<file path="src/rtl/uart_param_core.sv">
// uart_param_core: parametrised UART with a programmable baud divider, selectable
// oversampling, 5..9 data bits, optional odd/even parity and 1 or 2 stop bits.
//
// Ports:
//   CLK, RESET           single clock, synchronous active-high reset
//   BAUD_VAL             tick period = BAUD_VAL+1 clocks
//   NUM_BITS             data bits per frame (clamped to 5..DATA_WIDTH)
//   PARITY_EN/ODD_N_EVEN parity enable and sense
//   STOP2                TX sends two stop bits
//   WR_EN/DATA_IN        push into the TX FIFO
//   RD_EN/DATA_OUT       pop / first-word fall-through head of the RX FIFO
//   RX/TX                serial pins (RX is asynchronous)
//   TX_FULL..RX_COUNT    FIFO status
//   TX_BUSY              TX frame in progress
//   CLR_ERR              clears the sticky error flags
//   PARITY_ERR, FRAMING_ERR, OVERFLOW, BREAK_DET  sticky error flags
module uart_param_core #(
    parameter int unsigned DATA_WIDTH = 8,
    parameter int unsigned TX_DEPTH   = 16,
    parameter int unsigned RX_DEPTH   = 16,
    parameter int unsigned OVERSAMPLE = 16,
    parameter int unsigned BAUD_WIDTH = 16
) (
    input  logic                            CLK,
    input  logic                            RESET,
    input  logic [BAUD_WIDTH-1:0]           BAUD_VAL,
    input  logic [3:0]                      NUM_BITS,
    input  logic                            PARITY_EN,
    input  logic                            ODD_N_EVEN,
    input  logic                            STOP2,
    input  logic                            WR_EN,
    input  logic [DATA_WIDTH-1:0]           DATA_IN,
    input  logic                            RD_EN,
    output logic [DATA_WIDTH-1:0]           DATA_OUT,
    input  logic                            RX,
    output logic                            TX,
    output logic                            TX_FULL,
    output logic                            TX_EMPTY,
    output logic                            RX_FULL,
    output logic                            RX_EMPTY,
    output logic [$clog2(RX_DEPTH+1)-1:0]   RX_COUNT,
    output logic                            TX_BUSY,
    input  logic                            CLR_ERR,
    output logic                            PARITY_ERR,
    output logic                            FRAMING_ERR,
    output logic                            OVERFLOW,
    output logic                            BREAK_DET
);

    localparam int unsigned TXAW = $clog2(TX_DEPTH);
    localparam int unsigned TXCW = $clog2(TX_DEPTH + 1);
    localparam int unsigned RXAW = $clog2(RX_DEPTH);
    localparam int unsigned RXCW = $clog2(RX_DEPTH + 1);
    localparam int unsigned OSW  = $clog2(OVERSAMPLE);

    localparam logic [OSW-1:0] OS_LAST = OSW'(OVERSAMPLE - 1);
    localparam logic [OSW-1:0] OS_S0   = OSW'(OVERSAMPLE / 2 - 1);
    localparam logic [OSW-1:0] OS_S1   = OSW'(OVERSAMPLE / 2);
    localparam logic [OSW-1:0] OS_S2   = OSW'(OVERSAMPLE / 2 + 1);

    // ------------------------------------------------------------------
    // Baud generator
    // ------------------------------------------------------------------
    logic [BAUD_WIDTH-1:0] baud_cnt_q;
    logic                  tick;

    assign tick = (baud_cnt_q == BAUD_VAL);

    // ">=" also recovers when BAUD_VAL shrinks below the running count.
    always_ff @(posedge CLK) begin
        if (RESET) begin
            baud_cnt_q <= '0;
        end else if (baud_cnt_q >= BAUD_VAL) begin
            baud_cnt_q <= '0;
        end else begin
            baud_cnt_q <= baud_cnt_q + BAUD_WIDTH'(1);
        end
    end

    // ------------------------------------------------------------------
    // Frame configuration helpers
    // ------------------------------------------------------------------
    logic [3:0]            num_bits_clamped;
    logic [DATA_WIDTH-1:0] data_mask;

    always_comb begin
        num_bits_clamped = NUM_BITS;
        if (NUM_BITS < 4'd5) begin
            num_bits_clamped = 4'd5;
        end else if (NUM_BITS > 4'(DATA_WIDTH)) begin
            num_bits_clamped = 4'(DATA_WIDTH);
        end
        for (int i = 0; i < DATA_WIDTH; i++) begin
            data_mask[i] = (4'(i) < num_bits_clamped);
        end
    end

    // ------------------------------------------------------------------
    // TX FIFO
    // ------------------------------------------------------------------
    logic [DATA_WIDTH-1:0] tx_mem_q [TX_DEPTH];
    logic [TXAW-1:0]       tx_wr_ptr_q, tx_rd_ptr_q;
    logic [TXCW-1:0]       tx_cnt_q, tx_cnt_d;
    logic                  tx_push, tx_pop;
    logic [DATA_WIDTH-1:0] tx_head;

    assign TX_FULL  = (tx_cnt_q == TXCW'(TX_DEPTH));
    assign TX_EMPTY = (tx_cnt_q == '0);
    assign tx_push  = WR_EN && !TX_FULL;
    assign tx_head  = tx_mem_q[tx_rd_ptr_q];

    always_comb begin
        tx_cnt_d = tx_cnt_q;
        if (tx_push && !tx_pop) begin
            tx_cnt_d = tx_cnt_q + TXCW'(1);
        end else if (!tx_push && tx_pop) begin
            tx_cnt_d = tx_cnt_q - TXCW'(1);
        end
    end

    always_ff @(posedge CLK) begin
        if (tx_push) begin
            tx_mem_q[tx_wr_ptr_q] <= DATA_IN;
        end
    end

    always_ff @(posedge CLK) begin
        if (RESET) begin
            tx_wr_ptr_q <= '0;
            tx_rd_ptr_q <= '0;
            tx_cnt_q    <= '0;
        end else begin
            if (tx_push) tx_wr_ptr_q <= tx_wr_ptr_q + TXAW'(1);
            if (tx_pop)  tx_rd_ptr_q <= tx_rd_ptr_q + TXAW'(1);
            tx_cnt_q <= tx_cnt_d;
        end
    end

    // ------------------------------------------------------------------
    // TX FSM
    // ------------------------------------------------------------------
    typedef enum logic [2:0] {TxIdle, TxStart, TxData, TxParity, TxStop} tx_state_e;

    tx_state_e             tx_state_q, tx_state_d;
    logic [DATA_WIDTH-1:0] tx_shift_q, tx_shift_d;
    logic [3:0]            tx_nbits_q, tx_nbits_d;
    logic                  tx_par_en_q, tx_par_en_d;
    logic                  tx_par_bit_q, tx_par_bit_d;
    logic                  tx_stop2_q, tx_stop2_d;
    logic [OSW-1:0]        tx_tick_q, tx_tick_d;
    logic [3:0]            tx_bit_q, tx_bit_d;
    logic                  tx_bit_done, tx_load;

    assign tx_bit_done = tick && (tx_tick_q == OS_LAST);

    always_comb begin
        tx_state_d   = tx_state_q;
        tx_shift_d   = tx_shift_q;
        tx_nbits_d   = tx_nbits_q;
        tx_par_en_d  = tx_par_en_q;
        tx_par_bit_d = tx_par_bit_q;
        tx_stop2_d   = tx_stop2_q;
        tx_tick_d    = tick ? tx_tick_q + OSW'(1) : tx_tick_q;
        tx_bit_d     = tx_bit_q;
        tx_load      = 1'b0;
        tx_pop       = 1'b0;

        unique case (tx_state_q)
            TxIdle: begin
                if (!TX_EMPTY) tx_load = 1'b1;
            end
            TxStart: begin
                if (tx_bit_done) begin
                    tx_state_d = TxData;
                    tx_bit_d   = '0;
                end
            end
            TxData: begin
                if (tx_bit_done) begin
                    tx_shift_d = tx_shift_q >> 1;
                    if (tx_bit_q == tx_nbits_q - 4'd1) begin
                        tx_state_d = tx_par_en_q ? TxParity : TxStop;
                        tx_bit_d   = '0;
                    end else begin
                        tx_bit_d = tx_bit_q + 4'd1;
                    end
                end
            end
            TxParity: begin
                if (tx_bit_done) begin
                    tx_state_d = TxStop;
                    tx_bit_d   = '0;
                end
            end
            TxStop: begin
                if (tx_bit_done) begin
                    if (tx_stop2_q && (tx_bit_q == '0)) begin
                        tx_bit_d = 4'd1;
                    end else if (!TX_EMPTY) begin
                        // Chain the next frame straight from the stop bit.
                        tx_load = 1'b1;
                    end else begin
                        tx_state_d = TxIdle;
                    end
                end
            end
            default: tx_state_d = TxIdle;
        endcase

        if (tx_load) begin
            tx_pop       = 1'b1;
            tx_state_d   = TxStart;
            tx_tick_d    = '0;
            tx_bit_d     = '0;
            tx_shift_d   = tx_head & data_mask;
            tx_nbits_d   = num_bits_clamped;
            tx_par_en_d  = PARITY_EN;
            tx_par_bit_d = (^(tx_head & data_mask)) ^ ODD_N_EVEN;
            tx_stop2_d   = STOP2;
        end
    end

    always_ff @(posedge CLK) begin
        if (RESET) begin
            tx_state_q   <= TxIdle;
            tx_shift_q   <= '0;
            tx_nbits_q   <= 4'd8;
            tx_par_en_q  <= 1'b0;
            tx_par_bit_q <= 1'b0;
            tx_stop2_q   <= 1'b0;
            tx_tick_q    <= '0;
            tx_bit_q     <= '0;
        end else begin
            tx_state_q   <= tx_state_d;
            tx_shift_q   <= tx_shift_d;
            tx_nbits_q   <= tx_nbits_d;
            tx_par_en_q  <= tx_par_en_d;
            tx_par_bit_q <= tx_par_bit_d;
            tx_stop2_q   <= tx_stop2_d;
            tx_tick_q    <= tx_tick_d;
            tx_bit_q     <= tx_bit_d;
        end
    end

    always_comb begin
        TX = 1'b1;
        unique case (tx_state_q)
            TxStart:  TX = 1'b0;
            TxData:   TX = tx_shift_q[0];
            TxParity: TX = tx_par_bit_q;
            default:  TX = 1'b1;
        endcase
    end

    assign TX_BUSY = (tx_state_q != TxIdle);

    // ------------------------------------------------------------------
    // RX synchroniser and FSM
    // ------------------------------------------------------------------
    logic rx_meta_q, rx_sync_q;

    always_ff @(posedge CLK) begin
        if (RESET) begin
            rx_meta_q <= 1'b1;
            rx_sync_q <= 1'b1;
        end else begin
            rx_meta_q <= RX;
            rx_sync_q <= rx_meta_q;
        end
    end

    typedef enum logic [2:0] {
        RxIdle, RxStart, RxData, RxParity, RxStop, RxWaitHigh
    } rx_state_e;

    rx_state_e             rx_state_q, rx_state_d;
    logic [OSW-1:0]        rx_tick_q, rx_tick_d;
    logic [3:0]            rx_bit_q, rx_bit_d;
    logic [1:0]            rx_samp_q, rx_samp_d;
    logic [DATA_WIDTH-1:0] rx_data_q, rx_data_d;
    logic [3:0]            rx_nbits_q, rx_nbits_d;
    logic                  rx_par_en_q, rx_par_en_d;
    logic                  rx_odd_q, rx_odd_d;
    logic                  rx_par_acc_q, rx_par_acc_d;
    logic                  rx_par_bad_q, rx_par_bad_d;
    logic                  rx_any_one_q, rx_any_one_d;
    logic                  rx_wr_pend_q, rx_wr_pend_d;
    logic [DATA_WIDTH-1:0] rx_wr_data_q, rx_wr_data_d;
    logic                  rx_decide, rx_bit_done, rx_maj;
    logic                  set_par_err, set_frm_err, set_break, set_ovf;

    assign rx_decide   = tick && (rx_tick_q == OS_S2);
    assign rx_bit_done = tick && (rx_tick_q == OS_LAST);
    // Third sample is the live synced value at the decision tick.
    assign rx_maj = (rx_samp_q[0] & rx_samp_q[1]) | (rx_samp_q[0] & rx_sync_q) |
                    (rx_samp_q[1] & rx_sync_q);

    always_comb begin
        rx_state_d   = rx_state_q;
        rx_tick_d    = tick ? rx_tick_q + OSW'(1) : rx_tick_q;
        rx_bit_d     = rx_bit_q;
        rx_samp_d    = rx_samp_q;
        rx_data_d    = rx_data_q;
        rx_nbits_d   = rx_nbits_q;
        rx_par_en_d  = rx_par_en_q;
        rx_odd_d     = rx_odd_q;
        rx_par_acc_d = rx_par_acc_q;
        rx_par_bad_d = rx_par_bad_q;
        rx_any_one_d = rx_any_one_q;
        rx_wr_pend_d = 1'b0;
        rx_wr_data_d = rx_wr_data_q;
        set_par_err  = 1'b0;
        set_frm_err  = 1'b0;
        set_break    = 1'b0;

        if (tick && (rx_tick_q == OS_S0)) rx_samp_d[0] = rx_sync_q;
        if (tick && (rx_tick_q == OS_S1)) rx_samp_d[1] = rx_sync_q;

        unique case (rx_state_q)
            RxIdle: begin
                if (!rx_sync_q) begin
                    rx_state_d   = RxStart;
                    rx_tick_d    = '0;
                    rx_bit_d     = '0;
                    rx_data_d    = '0;
                    rx_par_acc_d = 1'b0;
                    rx_par_bad_d = 1'b0;
                    rx_any_one_d = 1'b0;
                    rx_nbits_d   = num_bits_clamped;
                    rx_par_en_d  = PARITY_EN;
                    rx_odd_d     = ODD_N_EVEN;
                end
            end
            RxStart: begin
                if (rx_decide && rx_maj) begin
                    rx_state_d = RxIdle;
                end else if (rx_bit_done) begin
                    rx_state_d = RxData;
                    rx_bit_d   = '0;
                end
            end
            RxData: begin
                if (rx_decide) begin
                    for (int i = 0; i < DATA_WIDTH; i++) begin
                        if (rx_bit_q == 4'(i)) rx_data_d[i] = rx_maj;
                    end
                    rx_par_acc_d = rx_par_acc_q ^ rx_maj;
                    rx_any_one_d = rx_any_one_q | rx_maj;
                end
                if (rx_bit_done) begin
                    if (rx_bit_q == rx_nbits_q - 4'd1) begin
                        rx_state_d = rx_par_en_q ? RxParity : RxStop;
                    end else begin
                        rx_bit_d = rx_bit_q + 4'd1;
                    end
                end
            end
            RxParity: begin
                if (rx_decide) begin
                    rx_any_one_d = rx_any_one_q | rx_maj;
                    rx_par_bad_d = (rx_maj != (rx_par_acc_q ^ rx_odd_q));
                end
                if (rx_bit_done) rx_state_d = RxStop;
            end
            RxStop: begin
                // Only the first stop bit is checked; leave as soon as it is decided.
                if (rx_decide) begin
                    rx_state_d = RxWaitHigh;
                    if (!rx_maj) set_frm_err = 1'b1;
                    if (!rx_maj && !rx_any_one_q) begin
                        set_break = 1'b1;
                    end else begin
                        rx_wr_pend_d = 1'b1;
                        rx_wr_data_d = rx_data_q;
                        set_par_err  = rx_par_bad_q;
                    end
                end
            end
            RxWaitHigh: begin
                if (rx_sync_q) rx_state_d = RxIdle;
            end
            default: rx_state_d = RxIdle;
        endcase
    end

    always_ff @(posedge CLK) begin
        if (RESET) begin
            rx_state_q   <= RxIdle;
            rx_tick_q    <= '0;
            rx_bit_q     <= '0;
            rx_samp_q    <= 2'b11;
            rx_data_q    <= '0;
            rx_nbits_q   <= 4'd8;
            rx_par_en_q  <= 1'b0;
            rx_odd_q     <= 1'b0;
            rx_par_acc_q <= 1'b0;
            rx_par_bad_q <= 1'b0;
            rx_any_one_q <= 1'b0;
            rx_wr_pend_q <= 1'b0;
            rx_wr_data_q <= '0;
        end else begin
            rx_state_q   <= rx_state_d;
            rx_tick_q    <= rx_tick_d;
            rx_bit_q     <= rx_bit_d;
            rx_samp_q    <= rx_samp_d;
            rx_data_q    <= rx_data_d;
            rx_nbits_q   <= rx_nbits_d;
            rx_par_en_q  <= rx_par_en_d;
            rx_odd_q     <= rx_odd_d;
            rx_par_acc_q <= rx_par_acc_d;
            rx_par_bad_q <= rx_par_bad_d;
            rx_any_one_q <= rx_any_one_d;
            rx_wr_pend_q <= rx_wr_pend_d;
            rx_wr_data_q <= rx_wr_data_d;
        end
    end

    // ------------------------------------------------------------------
    // RX FIFO
    // ------------------------------------------------------------------
    logic [DATA_WIDTH-1:0] rx_mem_q [RX_DEPTH];
    logic [RXAW-1:0]       rx_wr_ptr_q, rx_rd_ptr_q;
    logic [RXCW-1:0]       rx_cnt_q, rx_cnt_d;
    logic                  rx_push, rx_pop;

    assign RX_FULL  = (rx_cnt_q == RXCW'(RX_DEPTH));
    assign RX_EMPTY = (rx_cnt_q == '0);
    assign RX_COUNT = rx_cnt_q;
    assign rx_push  = rx_wr_pend_q && !RX_FULL;
    assign set_ovf  = rx_wr_pend_q && RX_FULL;
    assign rx_pop   = RD_EN && !RX_EMPTY;
    assign DATA_OUT = RX_EMPTY ? '0 : rx_mem_q[rx_rd_ptr_q];

    always_comb begin
        rx_cnt_d = rx_cnt_q;
        if (rx_push && !rx_pop) begin
            rx_cnt_d = rx_cnt_q + RXCW'(1);
        end else if (!rx_push && rx_pop) begin
            rx_cnt_d = rx_cnt_q - RXCW'(1);
        end
    end

    always_ff @(posedge CLK) begin
        if (rx_push) begin
            rx_mem_q[rx_wr_ptr_q] <= rx_wr_data_q;
        end
    end

    always_ff @(posedge CLK) begin
        if (RESET) begin
            rx_wr_ptr_q <= '0;
            rx_rd_ptr_q <= '0;
            rx_cnt_q    <= '0;
        end else begin
            if (rx_push) rx_wr_ptr_q <= rx_wr_ptr_q + RXAW'(1);
            if (rx_pop)  rx_rd_ptr_q <= rx_rd_ptr_q + RXAW'(1);
            rx_cnt_q <= rx_cnt_d;
        end
    end

    // ------------------------------------------------------------------
    // Sticky error flags: a set wins over a simultaneous clear
    // ------------------------------------------------------------------
    logic parity_err_q, framing_err_q, overflow_q, break_det_q;

    always_ff @(posedge CLK) begin
        if (RESET) begin
            parity_err_q  <= 1'b0;
            framing_err_q <= 1'b0;
            overflow_q    <= 1'b0;
            break_det_q   <= 1'b0;
        end else begin
            parity_err_q  <= set_par_err ? 1'b1 : (CLR_ERR ? 1'b0 : parity_err_q);
            framing_err_q <= set_frm_err ? 1'b1 : (CLR_ERR ? 1'b0 : framing_err_q);
            overflow_q    <= set_ovf     ? 1'b1 : (CLR_ERR ? 1'b0 : overflow_q);
            break_det_q   <= set_break   ? 1'b1 : (CLR_ERR ? 1'b0 : break_det_q);
        end
    end

    assign PARITY_ERR  = parity_err_q;
    assign FRAMING_ERR = framing_err_q;
    assign OVERFLOW    = overflow_q;
    assign BREAK_DET   = break_det_q;

endmodule

</file>
<file path="config.mk">
export PLATFORM = sky130hd
export DESIGN_NAME = uart_param_core
export DESIGN_NICKNAME = d
export VERILOG_FILES = /design/src/rtl/uart_param_core.sv
export SDC_FILE = /design/constraint.sdc
export NUM_CORES = 1
export LEC_CHECK = 0
export CORE_MARGIN = 10
export CORE_UTILIZATION = 55
export DETAILED_ROUTE_END_ITERATION = 8
export PLACE_DENSITY = 0.73
export REMOVE_ABC_BUFFERS = 1
export SETUP_SLACK_MARGIN = 0.3
export SLEW_MARGIN = 10
export SYNTH_ARGS = -nofsm -noshare
export SYNTH_HDL_FRONTEND = slang
export SYNTH_SLANG_ARGS = --single-unit
</file>
<file path="constraint.sdc">
create_clock -name CLK -period 6.8 [get_ports CLK]
set_clock_uncertainty 0.15 [all_clocks]
set_input_delay 1.36 -clock CLK [delete_from_list [all_inputs] [get_ports CLK]]
set_output_delay 1.36 -clock CLK [all_outputs]
set_load 0.02 [all_outputs]
</file>
## Word level (Yosys, flattened, before mapping)

Memory sizes are Yosys's and may differ from the RTL's. A register that Yosys moved wholly into a read port is not among the register bits.
Cells that the tools add are included.

| word-level totals | value |
|---|---|
| register bits | 113 |
| memories | 2 |
| output and inout port bits | 23 |
| input bits | 37 |
| RAM bits | 256 |

| cells by class | value |
|---|---|
| mux-type cells | 92 |
| equality and inequality tests | 65 |
| bitwise logic cells | 15 |
| reductions and logical operators | 70 |
| order comparisons | 11 |
| add/subtract/negate cells | 15 |

Memories:

| memory | words | width | read ports | clocked after Yosys merged registers in | write ports | line | RTL |
|---|---|---|---|---|---|---|---|
| rx_mem_q | 16 | 8 | 1 | 1 | 1 | 421 | `logic [DATA_WIDTH-1:0] rx_mem_q [RX_DEPTH];` |
| tx_mem_q | 16 | 8 | 1 | 1 | 1 | 101 | `logic [DATA_WIDTH-1:0] tx_mem_q [TX_DEPTH];` |

Operators with widths:

| kind | number |
|---|---|
| two-way mux 4 bit | 19 |
| != test 2 bit, second input constant | 28 |
| two-way mux 3 bit | 17 |
| two-way mux 8 bit | 6 |
| two-way mux 1 bit | 36 |
| adder 4 x 1 -> 4 bit, second input constant | 8 |
| AND reduction 4 bit | 8 |
| != test 3 bit, second input constant | 8 |
| case mux 4 bit (3 select lines) | 2 |
| nonzero test 2 bit | 11 |
| equality test 4 x 3 -> 1 bit, second input constant | 5 |
| two-way mux 5 bit | 4 |
| case mux 3 bit (6 select lines) | 1 |
| adder 16 x 1 -> 16 bit, second input constant | 1 |
| equality test 16 bit | 1 |
| equality test 4 bit, second input constant | 4 |
| greater-or-equal comparator 16 bit | 1 |
| logical AND 1 bit | 16 |
| less-than comparator 3 x 4 -> 1 bit, first input constant | 4 |
| case mux 8 bit (2 select lines) | 1 |
| AND reduction 8 bit | 2 |
| case mux 3 bit (5 select lines) | 1 |
| equality test 3 x 2 -> 1 bit, second input constant | 4 |
| AND reduction 3 bit | 4 |
| 34 further kinds | 76 |

## Depth between registers and ports, before layout

Gate-level depths: netlist (run 1).

| depth | value |
|---|---|
| depth in word-level cells | 9 |
| mapped depth | 18 |

## Worst setup path before layout (run 1)

No wires, ideal clock.

| path | value |
|---|---|
| path kind | input -> register |
| from | in BAUD_VAL[7] |
| to | reg tx_cnt_q[4] |
| setup slack | 1.562 ns |
| arrival time | 5.017 ns |
| buffers on the path | 2 |
| data required time | 6.579 ns |
| cell stages on the path | 17 |
| path through | inv_1 > ha_1 > nand4_2 > or4_1 > clkbuf_2 > or3_4 > a2111oi_4 > buf_6 > inv_1 > ha_1 > inv_1 > ha_1 > a21o_1 > a21oi_1 > xnor2_1 > or3_1 > a21oi_1 |

| between the ends | value |
|---|---|
| longest elaborated chain between the ends | 8 |
| elaborated cells on any way between the ends | 10 |
| classes of those cells | eq/ne: 1; mux: 4; reduce/logical: 5 |

Ends and longest elaborated chain:

| element | line | RTL |
|---|---|---|
| from (decl) | 26 | `input logic [BAUD_WIDTH-1:0] BAUD_VAL,` |
| equality test 16 bit * | 67 | `assign tick = (baud_cnt_q == BAUD_VAL);` |
| logical AND 1 bit * | 154 | `assign tx_bit_done = tick && (tx_tick_q == OS_LAST);` |
| two-way mux 1 bit * | 196 | `if (tx_bit_done) begin` |
| case mux 1 bit (2 select lines) * | 168 | `unique case (tx_state_q)` |
| two-way mux 1 bit * | 210 | `if (tx_load) begin` |
| logical NOT 1 bit | 114 | `if (tx_push && !tx_pop) begin` |
| logical AND 1 bit | 114 |  |
| two-way mux 5 bit or nonzero test 2 bit (tied branches) | n/a |  |
| to (signal assigned) | 135 | `tx_cnt_q <= tx_cnt_d;` |
| to (decl) | 103 | `logic [TXCW-1:0] tx_cnt_q, tx_cnt_d;` |

Every way passes the cells marked *; elsewhere a longest branch is shown, timed or not.
A chain may end at the register's enable or synchronous reset.

## Worst setup path in the final report (run 1)

| path | value |
|---|---|
| from | in BAUD_VAL[9] |
| to | reg tx_cnt_q[4] |

Same word-level chain as after synthesis.

==> results of run 1 <==
-- cell families after synthesis --
kind of cell | synth area share [%]
flops | 62.82
simple gates | 9.392
compound gates | 6.718
buf+inv | 2.535
mux | 11.18
xor+xnor | 3.390
fa+ha+maj | 3.965
-- synth_stat cells (2+ instances only) --
master / number
a211oi_1: 18
a211oi_2: 2
a21o_1: 10
a21oi_1: 72
a22oi_1: 19
a311oi_1: 2
a31oi_1: 4
and2_1: 5
and3_1: 5
and4_1: 4
buf_1: 10
buf_2: 4
buf_6: 4
clkbuf_1: 33
dfxtp_1: 121
edfxtp_1: 256
fa_1: 2
ha_1: 47
inv_1: 44
mux2_2: 2
mux2i_1: 11
mux4_2: 74
nand2_1: 88
nand2b_1: 13
nand3_1: 21
nand3b_1: 3
nand4_1: 14
nor2_1: 103
nor2b_1: 21
nor3_1: 17
nor4_1: 6
o211ai_1: 2
o21a_1: 3
o21ai_0: 24
o21ai_1: 2
or2_2: 5
or3_1: 4
xnor2_1: 28
xor2_1: 29
-- report_power, final --
part	total, W	leakage, nW	internal (W)	switching [W]
Sequential	0.00267	3.02	0.00254	0.000134
Clock	0.00209	0.610	0.00126	0.000835
Combinational	0.00148	2.15	0.000719	0.000758
-- final cells by class --
cell class | count | area [sq um] | area share (%)
Inverter | 45 | 168.9 | 0.9223
Tap cell | 384 | 480.5 | 2.623
Clock inverter | 20 | 241.5 | 1.318
Clock buffer | 49 | 1023 | 5.588
Multi-Input combinational cell | 684 | 5582 | 30.48
Sequential cell | 377 | 10110 | 55.22
Timing Repair Buffer | 75 | 705.7 | 3.853
-- through the flow --
step / util, % / worst slack, ns / area, sq um
2_1_floorplan: - / 1.131 / 15850
5_1_grt: 63.64 / 1.376 / 18320
4_1_cts: 63.64 / 1.666 / 18320
6_report: 63.64 / 1.641 / 18320
3_5_place_dp: 59.24 / 1.136 / 17050
3_3_place_gp: 59.24 / 1.196 / 17050
-- routing by layer --
metal  share of wire [%]  up-vias  global-route usage [%]
li1                    -     4459                       -
met1                  45     4663                   25.76
met2                  47      313                   28.81
met3                 6.5       42                   3.298
met4                 1.7        0                   4.177
met5                   0        -                       0
-- registers in the layout, summed over array words and instances (netlist names), 3 cells and up, named ones only --
signal and count:
tx_wr_ptr_q 4, rx_data_q 8, rx_rd_ptr_q 4, tx_bit_q 4, tx_shift_q 8, rx_tick_q 4, tx_nbits_q 4, tx_mem_q 128
rx_bit_q 4, rx_wr_data_q 8, baud_cnt_q 16, rx_state_q 3, rx_nbits_q 4, tx_rd_ptr_q 4, tx_tick_q 4, RX_COUNT 5
tx_cnt_q 5, rx_wr_ptr_q 4, rx_mem_q 128, tx_state_q 3
-- path summary, 6_finish.rpt --
check	slack (ns)	end	startpoint
min	0.26	rx_sync_q	rx_meta_q
min reg2reg	0.26	rx_sync_q	rx_meta_q
max reg2reg	2.60	tx_cnt_q[4]	baud_cnt_q[0]
max	1.64	tx_cnt_q[4]	BAUD_VAL[9]
==> impl_summary.log, run 1 <==
[metrics] antenna fix cells: 0
[metrics] io pins: 60
[metrics] first-iteration detailed-routing DRC count: 668
[metrics] post-cts resize count: 0
[metrics] kind of start point of the critical path: input port
[metrics] portion of the clock cycle consumed by the worst path in the final layout: 75.87%
[metrics] via count: 9477
[metrics] Synth async-reset ratio: 0%
[metrics] final-report hold violation count: 0
[metrics] unrepaired setup endpoints after global routing: no
[metrics] number of clock buffers inserted by TritonCTS: 38
[metrics] share of Yosys cell area claimed by the top area cell type: 47.77%
[metrics] buffers added on ports: 59
[metrics] Hold/Removal Path Class: flip-flop to flip-flop
[metrics] area growth from synthesis to final layout: 13.81%
[metrics] wire length per cell after detailed routing: 20.11 um
[metrics] final non-filler cell total: 1634
[metrics] maximum number of pins on one net before global-route repair: 52
[metrics] starting density of the core: 55.92%
[metrics] mean area per synthesized cell: 13.89 sq um
[metrics] Static Leakage: 5.778 nW
[metrics] core area: 28780 sq um
[metrics] ordered cell list for the critical path: clkdlybuf4s50_1 -> inv_1 -> ha_1 -> nand4_1 -> or4_1 -> buf_4 -> or3_4 -> a2111oi_4 -> inv_1 -> ha_1 -> inv_1 -> ha_1 -> a21o_1 -> a21oi_1 -> xnor2_1 -> or3_1 -> a21oi_1
[metrics] Die Area: 36500 sq um
[metrics] total routed wirelength: 32860 um
[metrics] number of buffer and inverter instances along the worst setup path: 5
[metrics] crit path time final: 5.159 ns
[metrics] actual slew at the worst max-slew pin: 1.113 ns
[metrics] Post CTS Setup Buffer Count: 0
[metrics] crit path kind: input port to flip-flop
[metrics] Max Freq: 0.1938 GHz
[metrics] EDFF count, synth: 256
[metrics] antenna violations before repair: 0
[metrics] number of maximum-capacitance constraint violations: 0
[metrics] flip-flop cell with the highest count after synthesis: edfxtp_1
[metrics] cell type group with the largest total delay on the critical path: simple AND/OR/NAND/NOR gates
[metrics] flop and latch count out of synthesis: 377
[metrics] total global-route track usage: 18.19%
[metrics] proportion of layout cells with a drive suffix above 1: 13.20%
[metrics] htree depth: 2
[metrics] critical path endpoint category: flip-flop
[metrics] CTS tree: done
[metrics] Worst VDD drop: 0.2441 mV
[metrics] vias per cell: 5.800
[metrics] peak fanout along the critical path: 7
[metrics] worst hold path stage count: 1
[metrics] placer congestion estimate: 0.8448
[metrics] leading cell type in the layout, fill and taps excluded: edfxtp_1
[metrics] number of endpoints failing setup at the final stage: 0
[metrics] vias in the first global route: 9260
[metrics] max incr delay on CP: 0.53 ns
[metrics] first-pass GRT wire length: 52580 um
[metrics] clock-pin slew of the registers on the worst-case setup and hold paths: 0.06 ns
[metrics] total placed cells including tap cells: 1565
[metrics] DRT Pass-1 Iters: 5
[metrics] antenna-violating nets left: 0
[metrics] most area-consuming cells after synthesis: edfxtp_1 (48%), dfxtp_1 (15%), mux4_2 (10%)
[metrics] Max Transition Viols Final: 0
[metrics] endpoint arrival time on the critical path: 5.44 ns
[metrics] total number of cells along the worst setup path: 17
[metrics] power density over cell area: 340.9 nW/um^2
[metrics] number of cell instances on the worst register-to-register path: 16
[metrics] number of nets in the final layout: 1307
[metrics] DRC: 0
[metrics] CTS Hold Bufs: 0
[metrics] number of standard-cell rows in the floorplan: 62
[metrics] highest-count cells in the layout ignoring fill and taps: edfxtp_1 (256), dfxtp_1 (118), nor2_1 (103)
[metrics] final-layout fill cell count: 2094
[metrics] CTS root buf: clkbuf_16
[metrics] HPWL after detailed placement: 21740 um
[metrics] count of synthesis-stage warnings from yosys: 0
[metrics] required time of the worst setup path: 7.09 ns
[metrics] total standard cell area after synthesis: 16090 sq um
[metrics] critical path's slowest cell: or4_1
[metrics] total design power: 0.006244 W
[metrics] Longest Clk Path Bufs: 3
[metrics] post-synthesis instance total: 1159
[metrics] sum of negative setup slack: 0 ns
[metrics] remaining global-route overflow: 0
[metrics] Chip Height: 191.1 um
[metrics] Die X-Extent: 191.1 um
[metrics] TritonCTS Sinks: 377
[metrics] outcome: finished, final reports clean
[metrics] post-route worst hold slack: 0.2626 ns
[metrics] Slew HR: 25.31%
[metrics] share of synthesized area occupied by flip-flops and latches: 62.82%
[metrics] number of different library cells in the post-synthesis netlist: 66
[metrics] biggest area consumer among synthesized cells: edfxtp_1
[metrics] worst skew pair latency: 0.52 ns
(Power assumes the default switching activity.)
==> inputs of run 2 (changes only) <==
Settings changed: PLACE_DENSITY 0.73 to 0.76.
Clock period 6.8 ns to 4.4 ns, I/O delays scaled along.
==> run 2 against run 1 <==
Critical path depth is 1 higher. Count of clock-buffer cells in the layout increased by 7. Critical path type unchanged. Die area unchanged. Global-route usage up 0.28 points. Setup slack worse by 1.2 ns. Utilization increased by 1.8 points. Largest power group unchanged. Sequential share of layout area decreased by 1.5 points. Clock power increased by 52%. Non-clock buffer count grew 41.
==> impl_summary.log, run 2 (synthesized netlist as in run 1, its figures left out) <==
[metrics] CTS tree: done
[metrics] end point of the critical path: tx_cnt_q[3]
[metrics] share of total power in the clock network: 32.6%
[metrics] least setup slack across all paths after layout: 0.3951 ns
[metrics] CTS root buf: clkbuf_16
[metrics] vias in the first global route: 9815
[metrics] portion of the clock cycle consumed by the worst path in the final layout: 91.02%
[metrics] power density over cell area: 517.2 nW/um^2
[metrics] wire length per cell after detailed routing: 20.12 um
[metrics] vias per cell: 5.793
[metrics] number of nets in the final layout: 1348
[metrics] antenna violations before repair: 0
[metrics] crit path kind: input port to flip-flop
[metrics] worst skew pair latency: 0.53 ns
[metrics] htree depth: 2
[metrics] critical path endpoint category: flip-flop
[metrics] sequential power share: 42.0%
[metrics] total design power: 0.009741 W
[metrics] actual slew at the worst max-slew pin: 1.147 ns
[metrics] Longest Clk Path Bufs: 3
[metrics] number of clock buffers inserted by TritonCTS: 38
[metrics] TritonCTS Sinks: 377
[metrics] Static Leakage: 6.008 nW
[metrics] starting density of the core: 55.92%
[metrics] number of standard-cell rows in the floorplan: 62
[metrics] DRC: 0
[metrics] required time of the worst setup path: 4.65 ns
[metrics] peak fanout along the critical path: 3
[metrics] design internal power: 0.007013 W
[metrics] Worst Hold Launch: rx_meta_q
[metrics] Die Area: 36500 sq um
[metrics] io pins: 60
[metrics] via count: 9698
[metrics] Chip Height: 191.1 um
[metrics] buffers added on ports: 59
[metrics] Max Transition Viols Final: 0
[metrics] worst setup path startpoint: BAUD_VAL[14]
[metrics] Hold/Removal Path Class: flip-flop to flip-flop
[metrics] CTS Hold Bufs: 0
[metrics] first-pass GRT wire length: 53760 um
[metrics] Core Util, Final: 65.44%
[metrics] total global-route track usage: 18.47%
[metrics] switching share of total power: 28.00%
[metrics] Combinational Power Share: 25.4%
[metrics] placer congestion estimate: 0.8307
[metrics] leading cell type in the layout, fill and taps excluded: edfxtp_1
[metrics] number of cell instances on the worst register-to-register path: 17
[metrics] highest-count cells in the layout ignoring fill and taps: edfxtp_1 (256), dfxtp_1 (119), nor2_1 (103)
[metrics] reg2reg end: tx_cnt_q[3]
[metrics] HPWL after detailed placement: 21690 um
[metrics] area growth from synthesis to final layout: 17.03%
[metrics] DRT Pass-1 Iters: 5
[metrics] total routed wirelength: 33680 um
[metrics] switching pwr: 0.002728 W
[metrics] Max Freq: 0.2497 GHz
[metrics] first-iteration detailed-routing DRC count: 733
[metrics] Worst VDD drop: 0.3947 mV
[metrics] endpoint arrival time on the critical path: 4.26 ns
[metrics] clock-pin slew of the registers on the worst-case setup and hold paths: 0.06 ns
[metrics] outcome: finished, final reports clean
[metrics] antenna fix cells: 0
[metrics] crit path time final: 4.005 ns
[metrics] biggest registers after layout: rx_mem_q x128, tx_mem_q x128, baud_cnt_q x16
[metrics] antenna-violating nets left: 0
[metrics] worst slack at placement: -0.5310 ns
[metrics] R2R setup slack: 0.54 ns
[metrics] remaining global-route overflow: 0
[metrics] maximum number of pins on one net before global-route repair: 56
[metrics] number of maximum-capacitance constraint violations: 0
[metrics] Slew HR: 23.56%
[metrics] core area: 28780 sq um
[metrics] proportion of layout cells with a drive suffix above 1: 18.91%
[metrics] worst flop-to-flop path startpoint: baud_cnt_q[0]
[metrics] kind of start point of the critical path: input port
[metrics] final-report hold violation count: 0
[metrics] number of endpoints failing setup at the final stage: 0
[metrics] Die X-Extent: 191.1 um
[metrics] unrepaired setup endpoints after global routing: yes
-- run 2: layout make-up --
class,count,area (sq um)
inverter,45,171.4
fill,2064,9947
clock inverter,12,113.9
sequential,377,10110
clock buffer,56,1142
timing repair buffer,116,1021
tap,384,480.5
multi-input combinational,684,5792
-- run 2: repair_timing --
item,in CTS,in global routing
cloned,0,0
gates resized for setup,41,12
buffers inserted,16,2
setup endpoints to repair,2,11
pin swaps,28,8
-- run 2: critical path, cell delays in order --
cell and delay, ns:
dlygate4sd2_1 0.22, inv_2 0.05, ha_4 0.26, nand4_1 0.16, or4_4 0.59, or3_4 0.37, a2111oi_4 0.37, inv_1 0.12
ha_4 0.18, inv_4 0.07, buf_6 0.09, ha_1 0.21, a21o_1 0.17, a21oi_2 0.15, xor2_1 0.16, nor2_1 0.05
a21oi_1 0.11, nor2_1 0.05
-- run 2: worst min-delay path by stage --
stage | end | slack, ns | cells past startpoint
6_report | rx_sync_q | 0.28 | 1
5_1_grt | rx_wr_data_q[6] | 0.31 | 2
4_1_cts | rx_sync_q | 0.29 | 1
3_5_place_dp | rx_sync_q | 0.27 | 1
3_3_place_gp | rx_sync_q | 0.27 | 1
2_1_floorplan | rx_sync_q | 0.24 | 1
-- run 2: metal layers --
layer / track usage, % / part of all wire, % / routed length (um) / vias up
li1: - / - / - / 4552
met1: 23.71 / 42 / 14070 / 4834
met2: 31.86 / 51 / 17010 / 271
met3: 3.353 / 6.0 / 2014 / 41
met4: 4.537 / 1.7 / 576 / 0
met5: 0 / 0 / 0 / -
-- run 2: power groups by stage --
stage / registers [W] / clock network (W) / logic [W]
after detailed placement: 0.00417 / 0 / 0.00243
after CTS: 0.00410 / 0.00323 / 0.00249
after global routing: 0.00412 / 0.00337 / 0.00270
after global placement: 0.00416 / 0 / 0.00239
final: 0.00409 / 0.00318 / 0.00247
after floorplan: 0.00428 / 0 / 0.00147
-- run 2: through the flow --
step	TNS [ns]	std cells	cell area [sq um]	hold slack, ns
final	0	1674	18830	0.2781
after global routing	0	1674	18830	0.3086
after CTS	0	1672	18760	0.2882
after detailed placement	-1.405	1588	17230	0.2713
after global placement	-1.238	1588	17230	0.2688
after floorplan	-2.058	1106	15850	0.2395
